`config.mk`:
```
export PLATFORM = sky130hd
export DESIGN_NAME = axi_fft_frame_slave_flat
export DESIGN_NICKNAME = d
export VERILOG_FILES = /design/src/rtl/axi_fft_frame_slave_if.sv /design/src/rtl/axi_fft_frame_slave.sv /design/src/flat_wrapper.sv
export SDC_FILE = /design/constraint.sdc
export NUM_CORES = 2
export LEC_CHECK = 0
export ABC_AREA = 0
export BUFFER_PORTS_ARGS = -buffer_cell sky130_fd_sc_hd__buf_2
export CAP_MARGIN = 20
export CORE_MARGIN = 2
export CORE_UTILIZATION = 25
export CTS_BUF_LIST = sky130_fd_sc_hd__clkbuf_4 sky130_fd_sc_hd__clkbuf_8 sky130_fd_sc_hd__clkbuf_16
export CTS_CLUSTER_DIAMETER = 50
export DETAILED_ROUTE_END_ITERATION = 6
export PLACE_DENSITY = 0.47
export SLEW_MARGIN = 20
export SYNTH_ARGS = -nofsm -noshare
export SYNTH_HDL_FRONTEND = slang
export SYNTH_SLANG_ARGS = --single-unit
```
`constraint.sdc`:
```
create_clock -name S_AXI_ACLK -period 5.15 [get_ports S_AXI_ACLK]
set_input_delay 0.7725 -clock S_AXI_ACLK [delete_from_list [all_inputs] [get_ports S_AXI_ACLK]]
set_output_delay 0.7725 -clock S_AXI_ACLK [all_outputs]
set_load 0.05 [all_outputs]
```
`src/rtl/axi_fft_frame_slave_if.sv`:
```
`default_nettype none
// ============================================================================
//  Module   : axi_fft_frame_slave_if
//  Purpose  : AXI4 write/read channel bundle for the FFT frame slave.
//  Revision : 1.0  initial release
// ============================================================================
interface axi_fft_frame_slave_if #(
    parameter int WIDTH_SID = 15,
    parameter int WIDTH_AD  = 14,
    parameter int WIDTH_DA  = 32,
    parameter int WIDTH_DS  = 4
);
    logic [WIDTH_SID-1:0] awid;
    logic [WIDTH_AD-1:0]  awaddr;
    logic [7:0]           awlen;
    logic [2:0]           awsize;
    logic [1:0]           awburst;
    logic                 awvalid;
    logic                 awready;

    logic [WIDTH_DA-1:0]  wdata;
    logic [WIDTH_DS-1:0]  wstrb;
    logic                 wlast;
    logic                 wvalid;
    logic                 wready;

    logic [WIDTH_SID-1:0] bid;
    logic [1:0]           bresp;
    logic                 bvalid;
    logic                 bready;

    logic [WIDTH_SID-1:0] arid;
    logic [WIDTH_AD-1:0]  araddr;
    logic [7:0]           arlen;
    logic [2:0]           arsize;
    logic [1:0]           arburst;
    logic                 arvalid;
    logic                 arready;

    logic [WIDTH_SID-1:0] rid;
    logic [WIDTH_DA-1:0]  rdata;
    logic [1:0]           rresp;
    logic                 rlast;
    logic                 rvalid;
    logic                 rready;

    modport slave (
        input  awid, awaddr, awlen, awsize, awburst, awvalid,
        output awready,
        input  wdata, wstrb, wlast, wvalid,
        output wready,
        output bid, bresp, bvalid,
        input  bready,
        input  arid, araddr, arlen, arsize, arburst, arvalid,
        output arready,
        output rid, rdata, rresp, rlast, rvalid,
        input  rready
    );

    modport master (
        output awid, awaddr, awlen, awsize, awburst, awvalid,
        input  awready,
        output wdata, wstrb, wlast, wvalid,
        input  wready,
        input  bid, bresp, bvalid,
        output bready,
        output arid, araddr, arlen, arsize, arburst, arvalid,
        input  arready,
        input  rid, rdata, rresp, rlast, rvalid,
        output rready
    );
endinterface
`default_nettype wire

```
`src/rtl/axi_fft_frame_slave.sv`:
```
`default_nettype none
// ============================================================================
//  Module   : axi_fft_frame_slave
//  Purpose  : AXI4 slave that streams one frame into an FFT core, buffers the
//             core results and serves them back over read bursts.
//  Revision : 1.0  initial release
// ============================================================================
module axi_fft_frame_slave #(
    parameter int WIDTH_SID = 15,
    parameter int WIDTH_AD  = 14,
    parameter int WIDTH_DA  = 32,
    parameter int WIDTH_DS  = 4,
    parameter int N_PT      = 128,
    parameter int IN_BW     = 16,
    parameter int OUT_BW    = 23
) (
    input  logic                   S_AXI_ACLK,
    input  logic                   S_AXI_ARESETN,
    axi_fft_frame_slave_if.slave   s_axi,
    output logic                   fft_rst_n,
    output logic                   fft_start,
    output logic                   fft_valid,
    output logic [IN_BW-1:0]       fft_in_re,
    output logic [IN_BW-1:0]       fft_in_im,
    input  logic                   fft_out_valid,
    input  logic [OUT_BW-1:0]      fft_out_re,
    input  logic [OUT_BW-1:0]      fft_out_im
);
    localparam int c_idx_w = $clog2(N_PT);
    localparam int c_cnt_w = c_idx_w + 1;
    localparam logic [c_cnt_w-1:0] c_n_pt = c_cnt_w'(N_PT);

    localparam logic [1:0] c_okay   = 2'b00;
    localparam logic [1:0] c_slverr = 2'b10;

    localparam logic [1:0] c_w_idle = 2'd0;
    localparam logic [1:0] c_w_addr = 2'd1;
    localparam logic [1:0] c_w_data = 2'd2;
    localparam logic [1:0] c_w_resp = 2'd3;

    localparam logic [1:0] c_r_idle  = 2'd0;
    localparam logic [1:0] c_r_addr  = 2'd1;
    localparam logic [1:0] c_r_fetch = 2'd2;
    localparam logic [1:0] c_r_data  = 2'd3;

    // Encoding doubles as the STATUS frame-state field.
    localparam logic [1:0] c_f_idle    = 2'd0;
    localparam logic [1:0] c_f_load    = 2'd1;
    localparam logic [1:0] c_f_compute = 2'd2;
    localparam logic [1:0] c_f_ready   = 2'd3;

    logic [1:0]           r_w_state, w_w_next;
    logic [1:0]           r_r_state, w_r_next;
    logic [1:0]           r_f_state, w_f_next;

    logic [WIDTH_SID-1:0] r_bid;
    logic [1:0]           r_bresp;
    logic                 r_aw_ctl;
    logic                 r_aw_is_ctrl;

    logic [WIDTH_SID-1:0] r_rid;
    logic [7:0]           r_arlen;
    logic [7:0]           r_rbeat;
    logic                 r_ar_ctl;
    logic                 r_ar_is_status;
    logic [31:0]          r_rdata;
    logic [1:0]           r_rresp;
    logic                 r_rlast;

    logic [c_cnt_w-1:0]   r_in_cnt;
    logic [c_cnt_w-1:0]   r_out_cnt;
    logic [c_cnt_w-1:0]   r_rd_cnt;
    logic                 r_ovf;

    logic                 r_fft_rst_n;
    logic                 r_fft_start;
    logic                 r_fft_valid;
    logic [IN_BW-1:0]     r_fft_in_re;
    logic [IN_BW-1:0]     r_fft_in_im;

    logic [31:0]          r_obuf [N_PT];

    logic                 w_wbeat;
    logic                 w_abort;
    logic                 w_data_beat;
    logic                 w_accept;
    logic                 w_drop;
    logic                 w_res;
    logic                 w_rd_ok;
    logic                 w_frame_done;
    logic [12:0]          w_rem;
    logic [31:0]          w_status;
    logic                 w_unused;

    // ------------------------------------------------------------------
    // Beat classification
    // ------------------------------------------------------------------
    assign w_wbeat      = (r_w_state == c_w_data) && s_axi.wvalid;
    assign w_abort      = w_wbeat && r_aw_ctl && r_aw_is_ctrl && s_axi.wdata[0];
    assign w_data_beat  = w_wbeat && !r_aw_ctl;
    assign w_accept     = w_data_beat && !w_abort && (r_in_cnt < c_n_pt) &&
                          ((r_f_state == c_f_idle) || (r_f_state == c_f_load));
    assign w_drop       = w_data_beat && !w_accept;
    // Results may overlap the tail of loading, so capture in LOAD too.
    assign w_res        = fft_out_valid && !w_abort && (r_out_cnt < c_n_pt) &&
                          ((r_f_state == c_f_load) || (r_f_state == c_f_compute));
    assign w_rd_ok      = (r_r_state == c_r_fetch) && !r_ar_ctl && !w_abort &&
                          (r_f_state == c_f_ready) && (r_rd_cnt < c_n_pt);
    assign w_frame_done = (r_f_state == c_f_ready) && (r_rd_cnt == c_n_pt);

    assign w_rem    = (r_f_state == c_f_ready) ? 13'(c_n_pt - r_rd_cnt) : 13'd0;
    assign w_status = {3'b000, w_rem, 13'd0, r_ovf, r_f_state};

    assign w_unused = ^{s_axi.awaddr, s_axi.araddr, s_axi.awsize, s_axi.awburst,
                        s_axi.arsize, s_axi.arburst, s_axi.wstrb};

    // ------------------------------------------------------------------
    // State registers
    // ------------------------------------------------------------------
    always_ff @(posedge S_AXI_ACLK or negedge S_AXI_ARESETN) begin
        if (!S_AXI_ARESETN) begin
            r_w_state <= c_w_idle;
            r_r_state <= c_r_idle;
            r_f_state <= c_f_idle;
        end else begin
            r_w_state <= w_w_next;
            r_r_state <= w_r_next;
            r_f_state <= w_f_next;
        end
    end

    // ------------------------------------------------------------------
    // Next-state logic
    // ------------------------------------------------------------------
    always_comb begin
        w_w_next = r_w_state;
        case (r_w_state)
            c_w_idle: if (s_axi.awvalid) w_w_next = c_w_addr;
            c_w_addr: w_w_next = c_w_data;
            c_w_data: if (s_axi.wvalid && s_axi.wlast) w_w_next = c_w_resp;
            c_w_resp: if (s_axi.bready) w_w_next = c_w_idle;
            default:  w_w_next = c_w_idle;
        endcase
    end

    always_comb begin
        w_r_next = r_r_state;
        case (r_r_state)
            c_r_idle:  if (s_axi.arvalid) w_r_next = c_r_addr;
            c_r_addr:  w_r_next = c_r_fetch;
            c_r_fetch: w_r_next = c_r_data;
            c_r_data:  if (s_axi.rready) w_r_next = r_rlast ? c_r_idle : c_r_fetch;
            default:   w_r_next = c_r_idle;
        endcase
    end

    always_comb begin
        w_f_next = r_f_state;
        if (w_abort) begin
            w_f_next = c_f_idle;
        end else begin
            case (r_f_state)
                c_f_idle:    if (w_accept) w_f_next = c_f_load;
                c_f_load:    if (r_in_cnt == c_n_pt) w_f_next = c_f_compute;
                c_f_compute: if (r_out_cnt == c_n_pt) w_f_next = c_f_ready;
                c_f_ready:   if (w_frame_done) w_f_next = c_f_idle;
                default:     w_f_next = c_f_idle;
            endcase
        end
    end

    // ------------------------------------------------------------------
    // Handshake outputs
    // ------------------------------------------------------------------
    always_comb begin
        s_axi.awready = (r_w_state == c_w_addr);
        s_axi.wready  = (r_w_state == c_w_data);
        s_axi.bvalid  = (r_w_state == c_w_resp);
        s_axi.arready = (r_r_state == c_r_addr);
        s_axi.rvalid  = (r_r_state == c_r_data);
    end

    assign s_axi.bid   = r_bid;
    assign s_axi.bresp = r_bresp;
    assign s_axi.rid   = r_rid;
    assign s_axi.rdata = r_rdata;
    assign s_axi.rresp = r_rresp;
    assign s_axi.rlast = r_rlast;

    assign fft_rst_n = r_fft_rst_n;
    assign fft_start = r_fft_start;
    assign fft_valid = r_fft_valid;
    assign fft_in_re = r_fft_in_re;
    assign fft_in_im = r_fft_in_im;

    // ------------------------------------------------------------------
    // Write path: address capture, burst error and core input stream
    // ------------------------------------------------------------------
    always_ff @(posedge S_AXI_ACLK or negedge S_AXI_ARESETN) begin
        if (!S_AXI_ARESETN) begin
            r_bid        <= '0;
            r_bresp      <= c_okay;
            r_aw_ctl     <= 1'b0;
            r_aw_is_ctrl <= 1'b0;
            r_fft_rst_n  <= 1'b1;
            r_fft_start  <= 1'b0;
            r_fft_valid  <= 1'b0;
            r_fft_in_re  <= '0;
            r_fft_in_im  <= '0;
        end else begin
            if (r_w_state == c_w_addr) begin
                r_bid        <= s_axi.awid;
                r_aw_ctl     <= s_axi.awaddr[12];
                r_aw_is_ctrl <= (s_axi.awaddr[11:2] == 10'd0);
                r_bresp      <= c_okay;
            end else if (w_drop) begin
                r_bresp <= c_slverr;
            end
            r_fft_rst_n <= !w_abort;
            r_fft_valid <= w_accept;
            r_fft_start <= w_accept && (r_in_cnt == '0);
            if (w_accept) begin
                r_fft_in_re <= IN_BW'($signed(s_axi.wdata[31:16]));
                r_fft_in_im <= IN_BW'($signed(s_axi.wdata[15:0]));
            end
        end
    end

    // ------------------------------------------------------------------
    // Frame counters; abort and frame completion both rewind the frame
    // ------------------------------------------------------------------
    always_ff @(posedge S_AXI_ACLK or negedge S_AXI_ARESETN) begin
        if (!S_AXI_ARESETN) begin
            r_in_cnt  <= '0;
            r_out_cnt <= '0;
            r_rd_cnt  <= '0;
            r_ovf     <= 1'b0;
        end else begin
            if (w_abort || w_frame_done) begin
                r_in_cnt  <= '0;
                r_out_cnt <= '0;
                r_rd_cnt  <= '0;
            end else begin
                if (w_accept) r_in_cnt  <= r_in_cnt + 1'b1;
                if (w_res)    r_out_cnt <= r_out_cnt + 1'b1;
                if (w_rd_ok)  r_rd_cnt  <= r_rd_cnt + 1'b1;
            end
            if (w_abort) begin
                r_ovf <= 1'b0;
            end else if (w_drop) begin
                r_ovf <= 1'b1;
            end
        end
    end

    // Only the top 16 bits of each result component are ever read back.
    always_ff @(posedge S_AXI_ACLK) begin
        if (w_res) begin
            r_obuf[r_out_cnt[c_idx_w-1:0]] <= {fft_out_re[OUT_BW-1 -: 16],
                                               fft_out_im[OUT_BW-1 -: 16]};
        end
    end

    // ------------------------------------------------------------------
    // Read path: each beat is fetched into RDATA one cycle before RVALID
    // ------------------------------------------------------------------
    always_ff @(posedge S_AXI_ACLK or negedge S_AXI_ARESETN) begin
        if (!S_AXI_ARESETN) begin
            r_rid          <= '0;
            r_arlen        <= '0;
            r_rbeat        <= '0;
            r_ar_ctl       <= 1'b0;
            r_ar_is_status <= 1'b0;
            r_rdata        <= '0;
            r_rresp        <= c_okay;
            r_rlast        <= 1'b0;
        end else begin
            case (r_r_state)
                c_r_addr: begin
                    r_rid          <= s_axi.arid;
                    r_arlen        <= s_axi.arlen;
                    r_rbeat        <= '0;
                    r_ar_ctl       <= s_axi.araddr[12];
                    r_ar_is_status <= (s_axi.araddr[11:2] == 10'd1);
                end
                c_r_fetch: begin
                    r_rlast <= (r_rbeat == r_arlen);
                    if (r_ar_ctl) begin
                        r_rdata <= r_ar_is_status ? w_status : 32'd0;
                        r_rresp <= c_okay;
                    end else if (w_rd_ok) begin
                        r_rdata <= r_obuf[r_rd_cnt[c_idx_w-1:0]];
                        r_rresp <= c_okay;
                    end else begin
                        r_rdata <= 32'd0;
                        r_rresp <= c_slverr;
                    end
                end
                c_r_data: begin
                    if (s_axi.rready) r_rbeat <= r_rbeat + 8'd1;
                end
                default: begin
                end
            endcase
        end
    end
endmodule
`default_nettype wire

```
`src/flat_wrapper.sv`:
```
// flat-port wrapper written by rule: the top's interface ports become plain ports
module axi_fft_frame_slave_flat 
#(
    parameter int WIDTH_SID = 15,
    parameter int WIDTH_AD  = 14,
    parameter int WIDTH_DA  = 32,
    parameter int WIDTH_DS  = 4,
    parameter int N_PT      = 128,
    parameter int IN_BW     = 16,
    parameter int OUT_BW    = 23
)
  (S_AXI_ACLK, S_AXI_ARESETN, fft_rst_n, fft_start, fft_valid, fft_in_re, fft_in_im, fft_out_valid, fft_out_re, fft_out_im, s_axi_awid, s_axi_awaddr, s_axi_awlen, s_axi_awsize, s_axi_awburst, s_axi_awvalid, s_axi_awready, s_axi_wdata, s_axi_wstrb, s_axi_wlast, s_axi_wvalid, s_axi_wready, s_axi_bid, s_axi_bresp, s_axi_bvalid, s_axi_bready, s_axi_arid, s_axi_araddr, s_axi_arlen, s_axi_arsize, s_axi_arburst, s_axi_arvalid, s_axi_arready, s_axi_rid, s_axi_rdata, s_axi_rresp, s_axi_rlast, s_axi_rvalid, s_axi_rready);
  axi_fft_frame_slave_if #(.WIDTH_SID(WIDTH_SID), .WIDTH_AD(WIDTH_AD), .WIDTH_DA(WIDTH_DA), .WIDTH_DS(WIDTH_DS)) s_axi_i ();
  input  logic S_AXI_ACLK;
  input  logic S_AXI_ARESETN;
  output logic fft_rst_n;
  output logic fft_start;
  output logic fft_valid;
  output logic [IN_BW-1:0] fft_in_re;
  output logic [IN_BW-1:0] fft_in_im;
  input  logic fft_out_valid;
  input  logic [OUT_BW-1:0] fft_out_re;
  input  logic [OUT_BW-1:0] fft_out_im;
  input wire logic [$bits(s_axi_i.awid)-1:0] s_axi_awid;
  input wire logic [$bits(s_axi_i.awaddr)-1:0] s_axi_awaddr;
  input wire logic [$bits(s_axi_i.awlen)-1:0] s_axi_awlen;
  input wire logic [$bits(s_axi_i.awsize)-1:0] s_axi_awsize;
  input wire logic [$bits(s_axi_i.awburst)-1:0] s_axi_awburst;
  input wire logic [$bits(s_axi_i.awvalid)-1:0] s_axi_awvalid;
  output wire logic [$bits(s_axi_i.awready)-1:0] s_axi_awready;
  input wire logic [$bits(s_axi_i.wdata)-1:0] s_axi_wdata;
  input wire logic [$bits(s_axi_i.wstrb)-1:0] s_axi_wstrb;
  input wire logic [$bits(s_axi_i.wlast)-1:0] s_axi_wlast;
  input wire logic [$bits(s_axi_i.wvalid)-1:0] s_axi_wvalid;
  output wire logic [$bits(s_axi_i.wready)-1:0] s_axi_wready;
  output wire logic [$bits(s_axi_i.bid)-1:0] s_axi_bid;
  output wire logic [$bits(s_axi_i.bresp)-1:0] s_axi_bresp;
  output wire logic [$bits(s_axi_i.bvalid)-1:0] s_axi_bvalid;
  input wire logic [$bits(s_axi_i.bready)-1:0] s_axi_bready;
  input wire logic [$bits(s_axi_i.arid)-1:0] s_axi_arid;
  input wire logic [$bits(s_axi_i.araddr)-1:0] s_axi_araddr;
  input wire logic [$bits(s_axi_i.arlen)-1:0] s_axi_arlen;
  input wire logic [$bits(s_axi_i.arsize)-1:0] s_axi_arsize;
  input wire logic [$bits(s_axi_i.arburst)-1:0] s_axi_arburst;
  input wire logic [$bits(s_axi_i.arvalid)-1:0] s_axi_arvalid;
  output wire logic [$bits(s_axi_i.arready)-1:0] s_axi_arready;
  output wire logic [$bits(s_axi_i.rid)-1:0] s_axi_rid;
  output wire logic [$bits(s_axi_i.rdata)-1:0] s_axi_rdata;
  output wire logic [$bits(s_axi_i.rresp)-1:0] s_axi_rresp;
  output wire logic [$bits(s_axi_i.rlast)-1:0] s_axi_rlast;
  output wire logic [$bits(s_axi_i.rvalid)-1:0] s_axi_rvalid;
  input wire logic [$bits(s_axi_i.rready)-1:0] s_axi_rready;
  assign s_axi_i.awid = s_axi_awid;
  assign s_axi_i.awaddr = s_axi_awaddr;
  assign s_axi_i.awlen = s_axi_awlen;
  assign s_axi_i.awsize = s_axi_awsize;
  assign s_axi_i.awburst = s_axi_awburst;
  assign s_axi_i.awvalid = s_axi_awvalid;
  assign s_axi_awready = s_axi_i.awready;
  assign s_axi_i.wdata = s_axi_wdata;
  assign s_axi_i.wstrb = s_axi_wstrb;
  assign s_axi_i.wlast = s_axi_wlast;
  assign s_axi_i.wvalid = s_axi_wvalid;
  assign s_axi_wready = s_axi_i.wready;
  assign s_axi_bid = s_axi_i.bid;
  assign s_axi_bresp = s_axi_i.bresp;
  assign s_axi_bvalid = s_axi_i.bvalid;
  assign s_axi_i.bready = s_axi_bready;
  assign s_axi_i.arid = s_axi_arid;
  assign s_axi_i.araddr = s_axi_araddr;
  assign s_axi_i.arlen = s_axi_arlen;
  assign s_axi_i.arsize = s_axi_arsize;
  assign s_axi_i.arburst = s_axi_arburst;
  assign s_axi_i.arvalid = s_axi_arvalid;
  assign s_axi_arready = s_axi_i.arready;
  assign s_axi_rid = s_axi_i.rid;
  assign s_axi_rdata = s_axi_i.rdata;
  assign s_axi_rresp = s_axi_i.rresp;
  assign s_axi_rlast = s_axi_i.rlast;
  assign s_axi_rvalid = s_axi_i.rvalid;
  assign s_axi_i.rready = s_axi_rready;
  axi_fft_frame_slave #(.WIDTH_SID(WIDTH_SID), .WIDTH_AD(WIDTH_AD), .WIDTH_DA(WIDTH_DA), .WIDTH_DS(WIDTH_DS), .N_PT(N_PT), .IN_BW(IN_BW), .OUT_BW(OUT_BW)) u_core (.S_AXI_ACLK(S_AXI_ACLK), .S_AXI_ARESETN(S_AXI_ARESETN), .s_axi(s_axi_i), .fft_rst_n(fft_rst_n), .fft_start(fft_start), .fft_valid(fft_valid), .fft_in_re(fft_in_re), .fft_in_im(fft_in_im), .fft_out_valid(fft_out_valid), .fft_out_re(fft_out_re), .fft_out_im(fft_out_im));
endmodule
```
==> results.toml <==
[status]
status = "finished, final reports clean"

[sta]
fmax_ghz = 0.223
final-max-slew-violation-count = 0
tightest_slew_ns = 1.20
fin_crit_sh = 0.870
fin_tns_setup_ns = 0
slew_headroom = 0.194
rsz0062_at_grt = "false"
finalCriticalPeriod_ns = 4.48
clock_skew_ns = 0.0677
hold_viol_final = 0
setup_viol = 0

[clock_network]
numClockSinks = 4247
cts-root-buf = "clkbuf_16"
insertion_delay_ns = 1.06
clock_path_buffers = 4
cts_tree = "done"
cts_buffers = 472
cts_max_level = 5
clkSlewWorstSetupHoldPaths_ns = 0.06

[place]
portBuffers = 237
dpl.hpwl_um = 311000
gp_congestion = 0.813
placed_cells = 17281
placement.cell_area_um2 = 180000

[synthesis]
syn_area_per_cell_um2 = 20.3
yosysUniqueCellTypes = 95
seq_area_frac_synth = 0.762
synthDominantAreaCellType = "edfxtp_1"
ys_top_cells_by_area = "edfxtp_1, mux4_2, mux2i_1"
yosys-top-cells-count = "edfxtp_1, mux2i_1, mux4_2"
yosysMostFrequentCell = "edfxtp_1"
netlist_instances = 8213
synth_edf_count = 4096
ys_warn_count = 0
synthFlopType = "edfxtp_1"
netlist_area_um2 = 166000
ys_ff_latch = 4247
synth_top_area_share = 0.740
async_flop_share = 0.0356

[pwr]
peakVddDrop_uv = 447
leakagePower_uw = 0.0624
powerDensity_nw_per_um2 = 507

[floorplanning]
rows = 299
io_pins = 282
dieArea_um2 = 672000
die_x_um = 820
die_y_um = 820
start_util = 0.251
core_um2 = 663000

[drt]
vias = 88325
dr.pass1.iters = 6
viasPerCell = 4.84
drc = 0
drtAntennaViolNets = 0
routed_wl_um = 545000
dr.first_iter.drc_count = 10201
routedWlPerCell_um = 29.9

[layout]
stdcell_count = 18254
fin_nets = 9149
syn_to_final_growth_pct = 18.3
layout-drive-gt1-share = 0.246
finish.instance_area_um2 = 197000

[worst_setup_path]
crit_buf_inv = 1
endpoint_kind = "register"
crit_chain = "and2_4, buf_12, a22oi_1, o2111ai_1, nand4_1, o41ai_2, nand3_1"
start_kind = "register"
slowest_delay_ns = 0.88
critical_path_required_ns = 6.01
crit_family = "simple AND/OR/NAND/NOR gates"
worst-path-max-fanout = 42
cp.arrival_ns = 5.34
path_class = "reg -> reg"
crit_slowest_cell = "dfrtp_4"

[grt]
grt_max_degree = 113
grt_pass1_vias = 88706
gr-usage-all-layers = 0.156
antenna_found_initial = 62
grt_pass1_wl_um = 735000
gr-total-overflow = 0

[hold_path]
hold_path.class = "in -> reg"

[job]
max-cap-violations = 0
[through the flow]
step	worst slack (ns)	power [uW]	utilization	hold WS, ns
floorplan	1.11	57600	-	0.467
global placement	0.823	66500	0.272	0.478
detailed placement	0.724	66800	0.272	0.485
CTS	0.722	101000	0.297	0.0480
global route	0.620	103000	0.297	0.123
finish	0.670	99800	0.297	0.125
[routing by layer]
metal  wire length [um]  track usage  up-vias
li1                   -            -    35962
met1             230000        0.212    48124
met2             256000        0.255     3537
met3              42600       0.0290      680
met4              16200       0.0446       22
met5                143            0        -
[kinds of logic after synthesis]
kind of cell / Yosys count / share of synthesized area
flip-flops: 4247 / 0.762
multiplexers: 1569 / 0.141
AO/OA/AOI/OAI: 1129 / 0.0501
AND/OR/NAND/NOR: 702 / 0.0199
buffers and inverters: 515 / 0.0242
XOR/XNOR: 34 / 0.00179
adder cells (fa/ha/maj): 16 / 0.00120
other: 1 / 0.0000225
[area by class of cell]
type / count / area, um2
multi-input cells: 3452 / 36600
diodes: 19 / 47.5
clock inverters: 304 / 3090
clock buffers: 568 / 12600
inverters: 25 / 109
fillers: 64564 / 466000
well taps: 8879 / 11100
flip-flops and latches: 4247 / 127000
repair buffers: 760 / 6320
[sequential cells by signal, indices dropped and copies added (netlist names), 2 cells and up]
signal and count:
u_core.fft_in_im 16, u_core.fft_in_re 16, u_core.r_arlen 8, u_core.r_f_state 2, u_core.r_in_cnt 8, u_core.r_obuf 4096, u_core.r_out_cnt 8, u_core.r_r_state 2
u_core.r_rbeat 8, u_core.r_rd_cnt 8, u_core.r_w_state 2, u_core.s_axi.bid 15, u_core.s_axi.rdata 32, u_core.s_axi.rid 15
[power by group]
part           internal, uW  switching [uW]  leakage, uW
clock network         19600           14200      0.00773
logic                  9680           16600       0.0159
registers             38700             972       0.0387
total                 68000           31800       0.0624
[cells in the final DEF (no fill, tap or decap), types with 18 or more instances in the layout]
| cell | synthesis | layout |
|---|---|---|
| a21oi_1 | 120 | 118 |
| a221o_1 | 64 | 64 |
| a221oi_1 | 323 | 323 |
| a22oi_1 | 114 | 114 |
| a31oi_1 | 34 | 33 |
| buf_12 | 27 | 71 |
| buf_2 | 91 | 204 |
| buf_4 | 39 | 401 |
| bufinv_16 | 0 | 41 |
| clkbuf_16 | 0 | 476 |
| clkbuf_4 | 0 | 88 |
| clkinv_1 | 0 | 88 |
| clkinv_2 | 0 | 77 |
| clkinvlp_4 | 0 | 32 |
| dfrtp_1 | 150 | 143 |
| diode_2 | 0 | 19 |
| dlygate4sd3_1 | 0 | 81 |
| edfxtp_1 | 4096 | 4096 |
| inv_1 | 23 | 23 |
| inv_6 | 0 | 26 |
| mux2_2 | 98 | 98 |
| mux2i_1 | 884 | 884 |
| mux4_1 | 55 | 55 |
| mux4_2 | 532 | 532 |
| nand2_1 | 129 | 126 |
| nand2b_1 | 22 | 20 |
| nand3_1 | 107 | 103 |
| nand4_1 | 29 | 29 |
| nor2_1 | 253 | 125 |
| nor2_4 | 0 | 129 |
| nor2b_1 | 24 | 19 |
| nor3_1 | 57 | 54 |
| o211ai_1 | 28 | 28 |
| o21ai_0 | 241 | 239 |
| o21ai_1 | 17 | 18 |
| o31ai_1 | 24 | 24 |
| xnor2_1 | 18 | 18 |
[path summary, 6_finish.rpt]
kind                                                  start                                 to  slack (ns)  cells after the start
hold reg to reg            u_core.fft_in_im[13]$_DFFE_PN0P_   u_core.fft_in_im[13]$_DFFE_PN0P_        0.50                      1
setup / recovery             u_core.r_rd_cnt[1]$_DFFE_PN0P_  u_core.s_axi.rdata[4]$_DFFE_PN0P_        0.67                      7
max in group asynchronous                     S_AXI_ARESETN    u_core.s_axi.bid[3]$_DFFE_PN0P_        3.67                      3
hold / removal                               fft_out_im[14]     u_core.r_obuf[14][7]$_DFFE_PP_        0.12                      1
setup reg to reg             u_core.r_rd_cnt[1]$_DFFE_PN0P_  u_core.s_axi.rdata[4]$_DFFE_PN0P_        0.67                      7
min in group asynchronous                     S_AXI_ARESETN     u_core.s_axi.rlast$_DFFE_PN0P_        0.30                      2
[worst reg2reg max path, delay by kind of cell, from the launching register on]
family	cells	cell delay [ns]
simple gates	3	1.64
compound gates	3	1.38
flops	1	0.88
buf+inv	1	0.41
[what timing repair did]
action,in CTS,in global routing
setup buffers,0,0
hold buffers,81,0
endpoints found under the hold margin,136,0
resized for setup,0,0
No activity file was read; power rests on OpenSTA's default activity.
